--- src/rtl/trace_pkg.sv ---
// trace_pkg: shared entry layout and helpers for the CPU trace monitor.
package trace_pkg;
  localparam int PC_LSB = 0;
  function automatic int stall_bit(int pc_w);
    return pc_w;
  endfunction
  function automatic int flush_bit(int pc_w);
    return pc_w + 1;
  endfunction
  function automatic int entry_w(int pc_w);
    return pc_w + 2;
  endfunction
  // Increment that sticks at the all-ones value of a w-bit counter.
  function automatic logic [63:0] sat_inc(logic [63:0] v, int w);
    logic [63:0] m;
    m = (w >= 64) ? '1 : ((64'd1 << w) - 64'd1);
    return (v >= m) ? v : v + 64'd1;
  endfunction
endpackage

--- src/rtl/cpu_trace_monitor_if.sv ---
// cpu_trace_monitor_if: valid/ready trace readout port.
interface cpu_trace_monitor_if #(parameter int W = 34);
  logic rd_valid_o;
  logic rd_ready_i;
  logic [W-1:0] rd_data_o;
  modport slave(output rd_valid_o, rd_data_o, input rd_ready_i);
  modport master(input rd_valid_o, rd_data_o, output rd_ready_i);
endinterface

--- src/rtl/trace_fifo.sv ---
// trace_fifo: first-word-fall-through circular buffer with overwrite or drop on full.
module trace_fifo #(
  parameter int WIDTH = 34,
  parameter int DEPTH = 16,
  parameter int WRAP = 1,
  localparam int AW = $clog2(DEPTH)
) (
  input  logic             clk_i,
  input  logic             rst_i,
  input  logic             clr_i,
  input  logic             push_i,
  input  logic             pop_i,
  input  logic [WIDTH-1:0] data_i,
  output logic [WIDTH-1:0] data_o,
  output logic             valid_o,
  output logic [AW:0]      fill_o,
  output logic             ovf_o
);
  logic [WIDTH-1:0] mem_q [DEPTH];
  logic [AW-1:0] wr_q, wr_d, rd_q, rd_d;
  logic [AW:0] fill_q, fill_d;
  logic full, pop, wr, adv_rd;
  assign valid_o = fill_q != '0;
  assign fill_o = fill_q;
  assign data_o = valid_o ? mem_q[rd_q] : '0;
  always_comb begin
    full = fill_q == (AW+1)'(DEPTH);
    pop = pop_i & valid_o & ~clr_i;
    wr = push_i & ~clr_i & (~full | pop | (WRAP != 0));
    ovf_o = push_i & ~clr_i & full & ~pop;
    adv_rd = pop | (wr & full & ~pop);
    wr_d = clr_i ? '0 : wr_q + AW'(wr);
    rd_d = clr_i ? '0 : rd_q + AW'(adv_rd);
    fill_d = clr_i ? '0 : fill_q + (AW+1)'(wr & ~pop & ~full) - (AW+1)'(pop & ~wr);
  end
  always_ff @(posedge clk_i) if (wr) mem_q[wr_q] <= data_i;
  always_ff @(posedge clk_i or posedge rst_i) begin
    if (rst_i) begin
      wr_q <= '0;
      rd_q <= '0;
      fill_q <= '0;
    end else begin
      wr_q <= wr_d;
      rd_q <= rd_d;
      fill_q <= fill_d;
    end
  end
endmodule

--- src/rtl/cpu_trace_monitor.sv ---
// cpu_trace_monitor: cycle/stall/flush counters, cycle-budget halt and trace capture.
module cpu_trace_monitor
  import trace_pkg::*;
#(
  parameter int PC_W = 32,
  parameter int DEPTH = 16,
  parameter int CNT_W = 32,
  parameter int STOP_CYCLE = 18,
  parameter int WRAP = 1
) (
  input  logic                   clk_i,
  input  logic                   rst_i,
  input  logic                   start_i,
  input  logic                   clear_i,
  input  logic [PC_W-1:0]        pc_i,
  input  logic                   stall_i,
  input  logic                   flush_i,
  output logic [CNT_W-1:0]       cycle_cnt_o,
  output logic [CNT_W-1:0]       stall_cnt_o,
  output logic [CNT_W-1:0]       flush_cnt_o,
  output logic                   halt_o,
  output logic [$clog2(DEPTH):0] fill_o,
  output logic                   overflow_o,
  cpu_trace_monitor_if.slave     rd
);
  localparam int EW = entry_w(PC_W);
  localparam int SB = stall_bit(PC_W);
  localparam int FB = flush_bit(PC_W);
  logic [CNT_W-1:0] cyc_q, cyc_d, stl_q, stl_d, fls_q, fls_d;
  logic halt_q, halt_d, ovf_q, ovf_d, capture, fifo_ovf;
  logic [EW-1:0] entry;
  always_comb begin
    capture = start_i & ~halt_q & ~clear_i;
    entry = '0;
    entry[PC_LSB +: PC_W] = pc_i;
    entry[SB] = stall_i;
    entry[FB] = flush_i;
    cyc_d = clear_i ? '0 : capture ? CNT_W'(sat_inc(64'(cyc_q), CNT_W)) : cyc_q;
    stl_d = clear_i ? '0 : (capture & stall_i) ? CNT_W'(sat_inc(64'(stl_q), CNT_W)) : stl_q;
    fls_d = clear_i ? '0 : (capture & flush_i) ? CNT_W'(sat_inc(64'(fls_q), CNT_W)) : fls_q;
    halt_d = ~clear_i & (halt_q | ((STOP_CYCLE != 0) & capture & (cyc_d == CNT_W'(STOP_CYCLE))));
    ovf_d = ~clear_i & (ovf_q | fifo_ovf);
  end
  always_ff @(posedge clk_i or posedge rst_i) begin
    if (rst_i) begin
      cyc_q <= '0;
      stl_q <= '0;
      fls_q <= '0;
      halt_q <= 1'b0;
      ovf_q <= 1'b0;
    end else begin
      cyc_q <= cyc_d;
      stl_q <= stl_d;
      fls_q <= fls_d;
      halt_q <= halt_d;
      ovf_q <= ovf_d;
    end
  end
  trace_fifo #(.WIDTH(EW), .DEPTH(DEPTH), .WRAP(WRAP)) u_fifo (
    .clk_i(clk_i),
    .rst_i(rst_i),
    .clr_i(clear_i),
    .push_i(capture),
    .pop_i(rd.rd_ready_i),
    .data_i(entry),
    .data_o(rd.rd_data_o),
    .valid_o(rd.rd_valid_o),
    .fill_o(fill_o),
    .ovf_o(fifo_ovf)
  );
  assign cycle_cnt_o = cyc_q;
  assign stall_cnt_o = stl_q;
  assign flush_cnt_o = fls_q;
  assign halt_o = halt_q;
  assign overflow_o = ovf_q;
endmodule

--- src/flat_wrapper.sv ---
// flat-port wrapper written by rule: the top's interface ports become plain ports
module cpu_trace_monitor_flat import trace_pkg::*;
#(
  parameter int PC_W = 32,
  parameter int DEPTH = 16,
  parameter int CNT_W = 32,
  parameter int STOP_CYCLE = 18,
  parameter int WRAP = 1
)
  (clk_i, rst_i, start_i, clear_i, pc_i, stall_i, flush_i, cycle_cnt_o, stall_cnt_o, flush_cnt_o, halt_o, fill_o, overflow_o, rd_rd_valid_o, rd_rd_data_o, rd_rd_ready_i);
  cpu_trace_monitor_if #(.W(34)) rd_i ();
  input  logic clk_i;
  input  logic rst_i;
  input  logic start_i;
  input  logic clear_i;
  input  logic [PC_W-1:0] pc_i;
  input  logic stall_i;
  input  logic flush_i;
  output logic [CNT_W-1:0] cycle_cnt_o;
  output logic [CNT_W-1:0] stall_cnt_o;
  output logic [CNT_W-1:0] flush_cnt_o;
  output logic halt_o;
  output logic [$clog2(DEPTH):0] fill_o;
  output logic overflow_o;
  output wire logic [$bits(rd_i.rd_valid_o)-1:0] rd_rd_valid_o;
  output wire logic [$bits(rd_i.rd_data_o)-1:0] rd_rd_data_o;
  input wire logic [$bits(rd_i.rd_ready_i)-1:0] rd_rd_ready_i;
  assign rd_rd_valid_o = rd_i.rd_valid_o;
  assign rd_rd_data_o = rd_i.rd_data_o;
  assign rd_i.rd_ready_i = rd_rd_ready_i;
  cpu_trace_monitor #(.PC_W(PC_W), .DEPTH(DEPTH), .CNT_W(CNT_W), .STOP_CYCLE(STOP_CYCLE), .WRAP(WRAP)) u_core (.clk_i(clk_i), .rst_i(rst_i), .start_i(start_i), .clear_i(clear_i), .pc_i(pc_i), .stall_i(stall_i), .flush_i(flush_i), .cycle_cnt_o(cycle_cnt_o), .stall_cnt_o(stall_cnt_o), .flush_cnt_o(flush_cnt_o), .halt_o(halt_o), .fill_o(fill_o), .overflow_o(overflow_o), .rd(rd_i));
endmodule
--- config.mk ---
export PLATFORM = sky130hd
export DESIGN_NAME = cpu_trace_monitor_flat
export DESIGN_NICKNAME = d
export VERILOG_FILES = /design/src/rtl/trace_pkg.sv /design/src/rtl/cpu_trace_monitor_if.sv /design/src/rtl/trace_fifo.sv /design/src/rtl/cpu_trace_monitor.sv /design/src/flat_wrapper.sv
export SDC_FILE = /design/constraint.sdc
export NUM_CORES = 1
export LEC_CHECK = 0
export ABC_AREA = 1
export BUFFER_PORTS_ARGS = -buffer_cell sky130_fd_sc_hd__buf_2
export CORE_ASPECT_RATIO = 1.75
export CORE_UTILIZATION = 50
export DETAILED_ROUTE_END_ITERATION = 12
export GPL_ROUTABILITY_DRIVEN = 1
export PLACE_DENSITY = 0.68
export SYNTH_ARGS = -nofsm -noshare
export SYNTH_HDL_FRONTEND = slang
export SYNTH_HIERARCHICAL = 1
export SYNTH_SLANG_ARGS = --single-unit
export TNS_END_PERCENT = 50
--- constraint.sdc ---
create_clock -name clk_i -period 4.9 [get_ports clk_i]
set_clock_uncertainty 0.05 [all_clocks]
set_input_delay 0.245 -clock clk_i [delete_from_list [all_inputs] [get_ports clk_i]]
set_output_delay 0.245 -clock clk_i [all_outputs]
set_load 0.01 [all_outputs]
# After elaboration in Yosys (flattened, before gate mapping)
# Memory sizes are Yosys's and may differ from the RTL's.
# Index checks and enable logic that the tools add are counted.
dict set report totals {
  register_bits 111
  latchBits 0
  ram_bits 544
  romBits 0
  inputBits 39
  output_inout_bits 138
  elab_cells 67
  mem_count 1
}
dict set report classes {
  n_addsub 7
  n_mul 0
  div 0
  order_cmp 3
  eq_ne 4
  n_shift 0
  n_mux 15
  bitwise 24
  reduce_logical 5
}
# name depth width read_ports rd_clocked_by_memory_dff wr line_no
set memory_table {}
lappend memory_table {u_core.u_fifo.mem_q 16 34 1 0 1 trace_fifo.sv:19} ;# logic [WIDTH-1:0] mem_q [DEPTH];
# cell n
set op_table {}
lappend op_table {{32-bit 2-to-1 mux} 9}
lappend op_table {{32-bit by 1-bit adder with 32-bit output, second input constant} 3}
lappend op_table {{32-bit greater-or-equal comparator, second input constant} 3}
lappend op_table {{34-bit 2-to-1 mux} 1}
lappend op_table {{32-bit by 5-bit == test with 1-bit output, second input constant} 1}
lappend op_table {{1-bit inverter with 5-bit output} 3}
lappend op_table {{1-bit AND} 12}
lappend op_table {{1-bit by 5-bit AND with 5-bit output} 2}
lappend op_table {{4-bit by 1-bit adder with 4-bit output} 2}
lappend op_table {{4-bit 2-to-1 mux} 2}
lappend op_table {{5-bit adder} 1}
lappend op_table {{5-bit AND} 1}
lappend op_table {{5-bit == test, second input constant} 1}
lappend op_table {{5-bit 2-to-1 mux} 1}
lappend op_table {{5-bit nonzero test} 1}
lappend op_table {{5-bit subtractor} 1}
lappend op_table {{2-bit inequality test, second input constant} 2}
lappend op_table {{2-bit AND reduction} 2}
lappend op_table {{2-bit nonzero test} 2}
lappend op_table {{1-bit inverter} 3}
lappend op_table {{1-bit bitwise OR} 3}
lappend op_table {{1-bit 2-to-1 mux} 2}

# Logic depth before layout (Yosys ltp)
dict set report depth {
  word_depth 9
  mapped_depth 17
  ltp_nobuf 17
}

# Hierarchy
# Netlist, hierarchy kept.
# mod n_inst cells_each area_per_inst_um2 seq_area_each_um2
set modules_own_cells {}
lappend modules_own_cells {trace_fifo 1 1899 22525.4 16661.0}
lappend modules_own_cells {cpu_trace_monitor 1 944 6505.0 2452.4}

# Worst setup path before layout
# OpenSTA, ideal clock, no wires.
dict set report synth_path {
  path_type {register -> register}
  start {reg u_core.halt_q (netlist: u_core/halt_o)}
  end {mem u_core.u_fifo.mem_q[12][0], enable pin}
  setup_ns 0.425
  arrival_time_ns 3.031
  required_ns 4.425
  path_slack_ns 1.394
  stages_incl_launch_ff 9
  path_buffers 1
  synth_period_minus_slack_ns 3.506
  cell_sequence {dfrtp_1 inv_2 nand2_1 nor2_4 clkbuf_1 inv_1 nor2_1 nand3_1 nor2_1}
}
dict set report synth_between {
  elab_chain_cells 6
}
# element line_no
set synth_rtl {}
lappend synth_rtl {{start: declaration} cpu_trace_monitor.sv:30} ;# logic halt_q, halt_d, ovf_q, ovf_d, capture, fifo_ovf;
lappend synth_rtl {{start signal: assignment} cpu_trace_monitor.sv:55} ;# halt_q <= halt_d;
lappend synth_rtl {{1-bit inverter} cpu_trace_monitor.sv:33} ;# capture = start_i & ~halt_q & ~clear_i;
lappend synth_rtl {{1-bit AND (2 in series)} cpu_trace_monitor.sv:33}
lappend synth_rtl {{named net u_core.capture} cpu_trace_monitor.sv:30}
lappend synth_rtl {{1-bit AND} trace_fifo.sv:29} ;# wr = push_i & ~clr_i & (~full | pop | (WRAP != 0));
lappend synth_rtl {{1-bit 2-to-1 mux} trace_fifo.sv:36} ;# always_ff @(posedge clk_i) if (wr) mem_q[wr_q] <= data_i;
lappend synth_rtl {{1-bit 2-to-1 mux (implied by the code)} trace_fifo.sv:36}
lappend synth_rtl {{end: declaration} trace_fifo.sv:19}
# The timed path passes the listed nets, and every way through them passes these cells.

# Worst setup path in the final report
dict set report layout_path {
  start {reg u_core.u_fifo.rd_q[0]}
  end {out rd_rd_data_o[18]}
}
dict set report layout_between {
  elab_chain_cells 2
}
# element line_no
set layout_rtl {}
lappend layout_rtl {{start: declaration} trace_fifo.sv:20} ;# logic [AW-1:0] wr_q, wr_d, rd_q, rd_d;
lappend layout_rtl {{start signal: assignment} trace_fifo.sv:44} ;# rd_q <= rd_d;
lappend layout_rtl {{memory 16 x 34 bit} n/a}
lappend layout_rtl {{34-bit 2-to-1 mux} trace_fifo.sv:25} ;# assign data_o = valid_o ? mem_q[rd_q] : '0;
lappend layout_rtl {{end: declaration} flat_wrapper.sv:26} ;# output wire logic [$bits(rd_i.rd_data_o)-1:0] rd_rd_data_o;
# Every way passes these cells.

==> impl_metrics.json <==
{
  "outcome": "completed",
  "postSynthRegisterBits": 655,
  "start_kind": "flop",
  "pwr_density_cell_nw_per_um2": 400,
  "cts.htree.levels": 2,
  "grt_overflow": 0,
  "final_critical_path_setup_slack_ns": 0.820,
  "maximum_number_of_pins_on_one_net_before_global_route_repair": 194,
  "ys.flop_type": "edfxtp_1",
  "die_w_um": 184,
  "cts.reportedPaths.clkPinSlew_ns": 0.07,
  "cts-root-buf": "clkbuf_16",
  "ys_seq_area_share_pct": 65.8,
  "met3_track_utilization_from_global_routing_pct": 3.62,
  "yosysTopAreaCell": "edfxtp_1",
  "postRouteAntennaNets": 0,
  "synth_top_area_share_pct": 56.3,
  "dpl.cell_count": 3674,
  "synthesized_netlist_net_count": 2895,
  "global_route.usage.met1_pct": 31.9,
  "initial_utilization_pct": 50.6,
  "setup_violation_total_in_the_final_timing_report": 0,
  "fin_setup_tns_ns": 0,
  "maximum_vdd_ir_drop_v": 0.000401,
  "tritoncts_clock_tree": "built",
  "die_height_um": 321,
  "grt_first_pass_wirelength_um": 125000,
  "multiInputGateArea_um2": 8790,
  "worstSetupEndpointType": "output pin",
  "dr.first_iter.drc_count": 1834,
  "place_area_um2": 30600,
  "pre_cts_ws_ns": 1.59,
  "synthCells": 2843,
  "detail_route.vias_per_cell": 5.65,
  "drt_wl_total_um": 82700,
  "number_of_global_route_vias_before_repair": 21065,
  "rsz0062_at_grt": "no",
  "synth.area.top_cells": "edfxtp_1 (56%), nand2_1 (13%), dfrtp_1 (9.6%), nand3_1 (8.7%), inv_1 (1.8%)",
  "drc": 0,
  "fin_area_um2": 32900,
  "p_leak_uw": 0.0127,
  "hold_violations": 0,
  "die-area_um2": 59100,
  "post-route-period-util_pct": 83.3,
  "slew_viol_final": 0,
  "dr_total_vias": 21571,
  "post_route_cells_drive_above_1_share_pct": 11.3,
  "crit_fanout": 193,
  "syn-cell-area_um2": 29000,
  "numPortBuffers": 176,
  "slew_headroom_pct": 8.09,
  "postSynthAreaPerCell_um2": 10.2,
  "grt.total_usage_pct": 28.4,
  "fin_nets": 3049,
  "wl_per_cell_um": 21.7,
  "register_area_um2": 19100,
  "insertion_delay_to_the_later_sink_of_the_worst_skew_pair_ns": 0.64,
  "most_utilized_layer_in_the_global_route_result": "met2",
  "async_flop_share_pct": 16.9,
  "max_freq_ghz": 0.245,
  "fin_cells": 3815,
  "min_period_ns": 4.08,
  "drv_cap": 0,
  "rows": 116,
  "yosys_warnings": 6,
  "antenna_found_initial": 1,
  "cts.sink_count": 655,
  "detailedPlacementHpwl_um": 53000,
  "core_area_um2": 57300,
  "ios": 177,
  "critPathKind": "flop to output pin",
  "cp_data_required_time_ns": 4.61,
  "cts_resized": 0,
  "post-route-util_pct": 57.3,
  "drt_first_pass_iters": 6,
  "ctsLongestPathBuffers": 3,
  "final_weighted_congestion_of_routability_driven_global_placement": 0.920,
  "ys_types": 40,
  "met2_usage_pct": 51.0,
  "number_of_buffers_created_by_cts": 58,
  "synth_enable_flop_cells": 544,
  "max_slew.worst_pin.slew_ns": 1.38,
  "layout-area-overhead-vs-synth_pct": 13.2,
  "worstHoldPathType": "primary input to flop",
  "fill_cells": 4880,
  "cp.arrival_ns": 3.78
}
## critical path, stage by stage (launching register included)
cell and delay, ns:
dfrtp_4 1.04, buf_12 0.57, nand2_1 0.10, nand3_1 0.12
nand3_1 0.22, nand2_1 0.14, nand2_1 0.06, a21oi_1 0.32
buf_2 0.22
## what timing repair did
| action | 4_1_cts | 5_1_grt |
|---|---|---|
| hold buffers | 30 | 0 |
| hold endpoints to repair | 436 | 0 |
| setup buffers | 0 | 0 |
## layer usage
metal	wire length, um	share of wire, %
met5	0	0
met2	43700	53
met1	29400	35
met3	4600	5.6
met4	5080	6.1
## flip-flops by register name (all words and copies together), names as in the netlist
signal,cells
u_core/overflow_o,1
u_core/u_fifo/fill_o,5
u_core/u_fifo/rd_q,4
u_core/u_fifo/mem_q,544
u_core/stall_cnt_o,32
u_core/halt_o,1
u_core/cycle_cnt_o,32
u_core/flush_cnt_o,32
u_core/u_fifo/wr_q,4
## logic make-up (layout without fill, tap and decap cells)
family,after synthesis,count (layout),share of synthesized area [%]
buffers and inverters,287,491,4.31
adders and majority gates,13,13,0.586
other,0,1,0
AOI/OAI and AO/OA,128,128,2.69
DFF,655,655,65.8
xor gates and xnor gates,46,46,1.39
and+or+nand+nor,1714,1714,25.2
## stage by stage
stage	power, uW	hold slack [ns]
finish	13200	0.0202
global route	13700	0.00684
CTS	13200	0.000782
detailed placement	8450	0.309
global placement	8410	0.301
floorplan	7660	0.0720
## layout by cell type (no fill, tap or decap), types with 25 or more instances in the layout
| cell type | count |
|---|---|
| dlygate4sd3_1 | 30 |
| nor3_1 | 38 |
| xor2_1 | 25 |
| buf_2 | 176 |
| edfxtp_1 | 544 |
| buf_4 | 26 |
| nand3_1 | 503 |
| inv_1 | 138 |
| nor2_1 | 117 |
| o21ai_0 | 29 |
| dfrtp_1 | 107 |
| nand2_1 | 971 |
| o31ai_1 | 42 |
| a21oi_1 | 48 |
| clkbuf_16 | 59 |
| nand4_1 | 35 |
## synthesized netlist by cell type, drive strengths merged, types with 32 or more instances
master  number
a21oi       48
nor2       140
buf        101
edfxtp     544
inv        146
nand3      504
clkbuf      39
nor3        39
o21ai       32
dfrtp      111
nand2      975
o31ai       42
nand4       35
## final cells by class
cell class | count | share of cell area [%]
Clock buffer | 67 | 4.58
Timing Repair Buffer | 234 | 4.31
Tap cell | 767 | 2.92
Clock inverter | 43 | 1.51
Antenna cell | 1 | 0.00762
Multi-Input combinational cell | 1901 | 26.7
Inverter | 147 | 1.72
Sequential cell | 655 | 58.2
## power breakdown
part           internal, uW  total (uW)  switching (uW)
registers              6070        6190             118
logic                   629        2150            1520
clock network          2700        4810            2110
total                  9400       13200            3750
## final timing paths
path / start / to / slack (ns) / cells past startpoint
worst max-delay path: u_core/u_fifo/rd_q[0]$_DFF_PP0_ / rd_rd_data_o[18] / 0.82 / 8
worst min-delay path: pc_i[31] / u_core/u_fifo/mem_q[12][31]$_DFFE_PP_ / 0.02 / 1
worst max register to register: u_core/halt_o$_DFF_PP0_ / u_core/u_fifo/mem_q[13][15]$_DFFE_PP_ / 1.63 / 8
worst min register to register: u_core/overflow_o$_DFF_PP0_ / u_core/overflow_o$_DFF_PP0_ / 0.45 / 2
max in group asynchronous: rst_i / u_core/stall_cnt_o[9]$_DFFE_PP0P_ / 3.49 / 4
min in group asynchronous: rst_i / u_core/u_fifo/wr_q[1]$_DFF_PP0_ / 0.20 / 3
No activity file was read; power rests on OpenSTA's default activity.
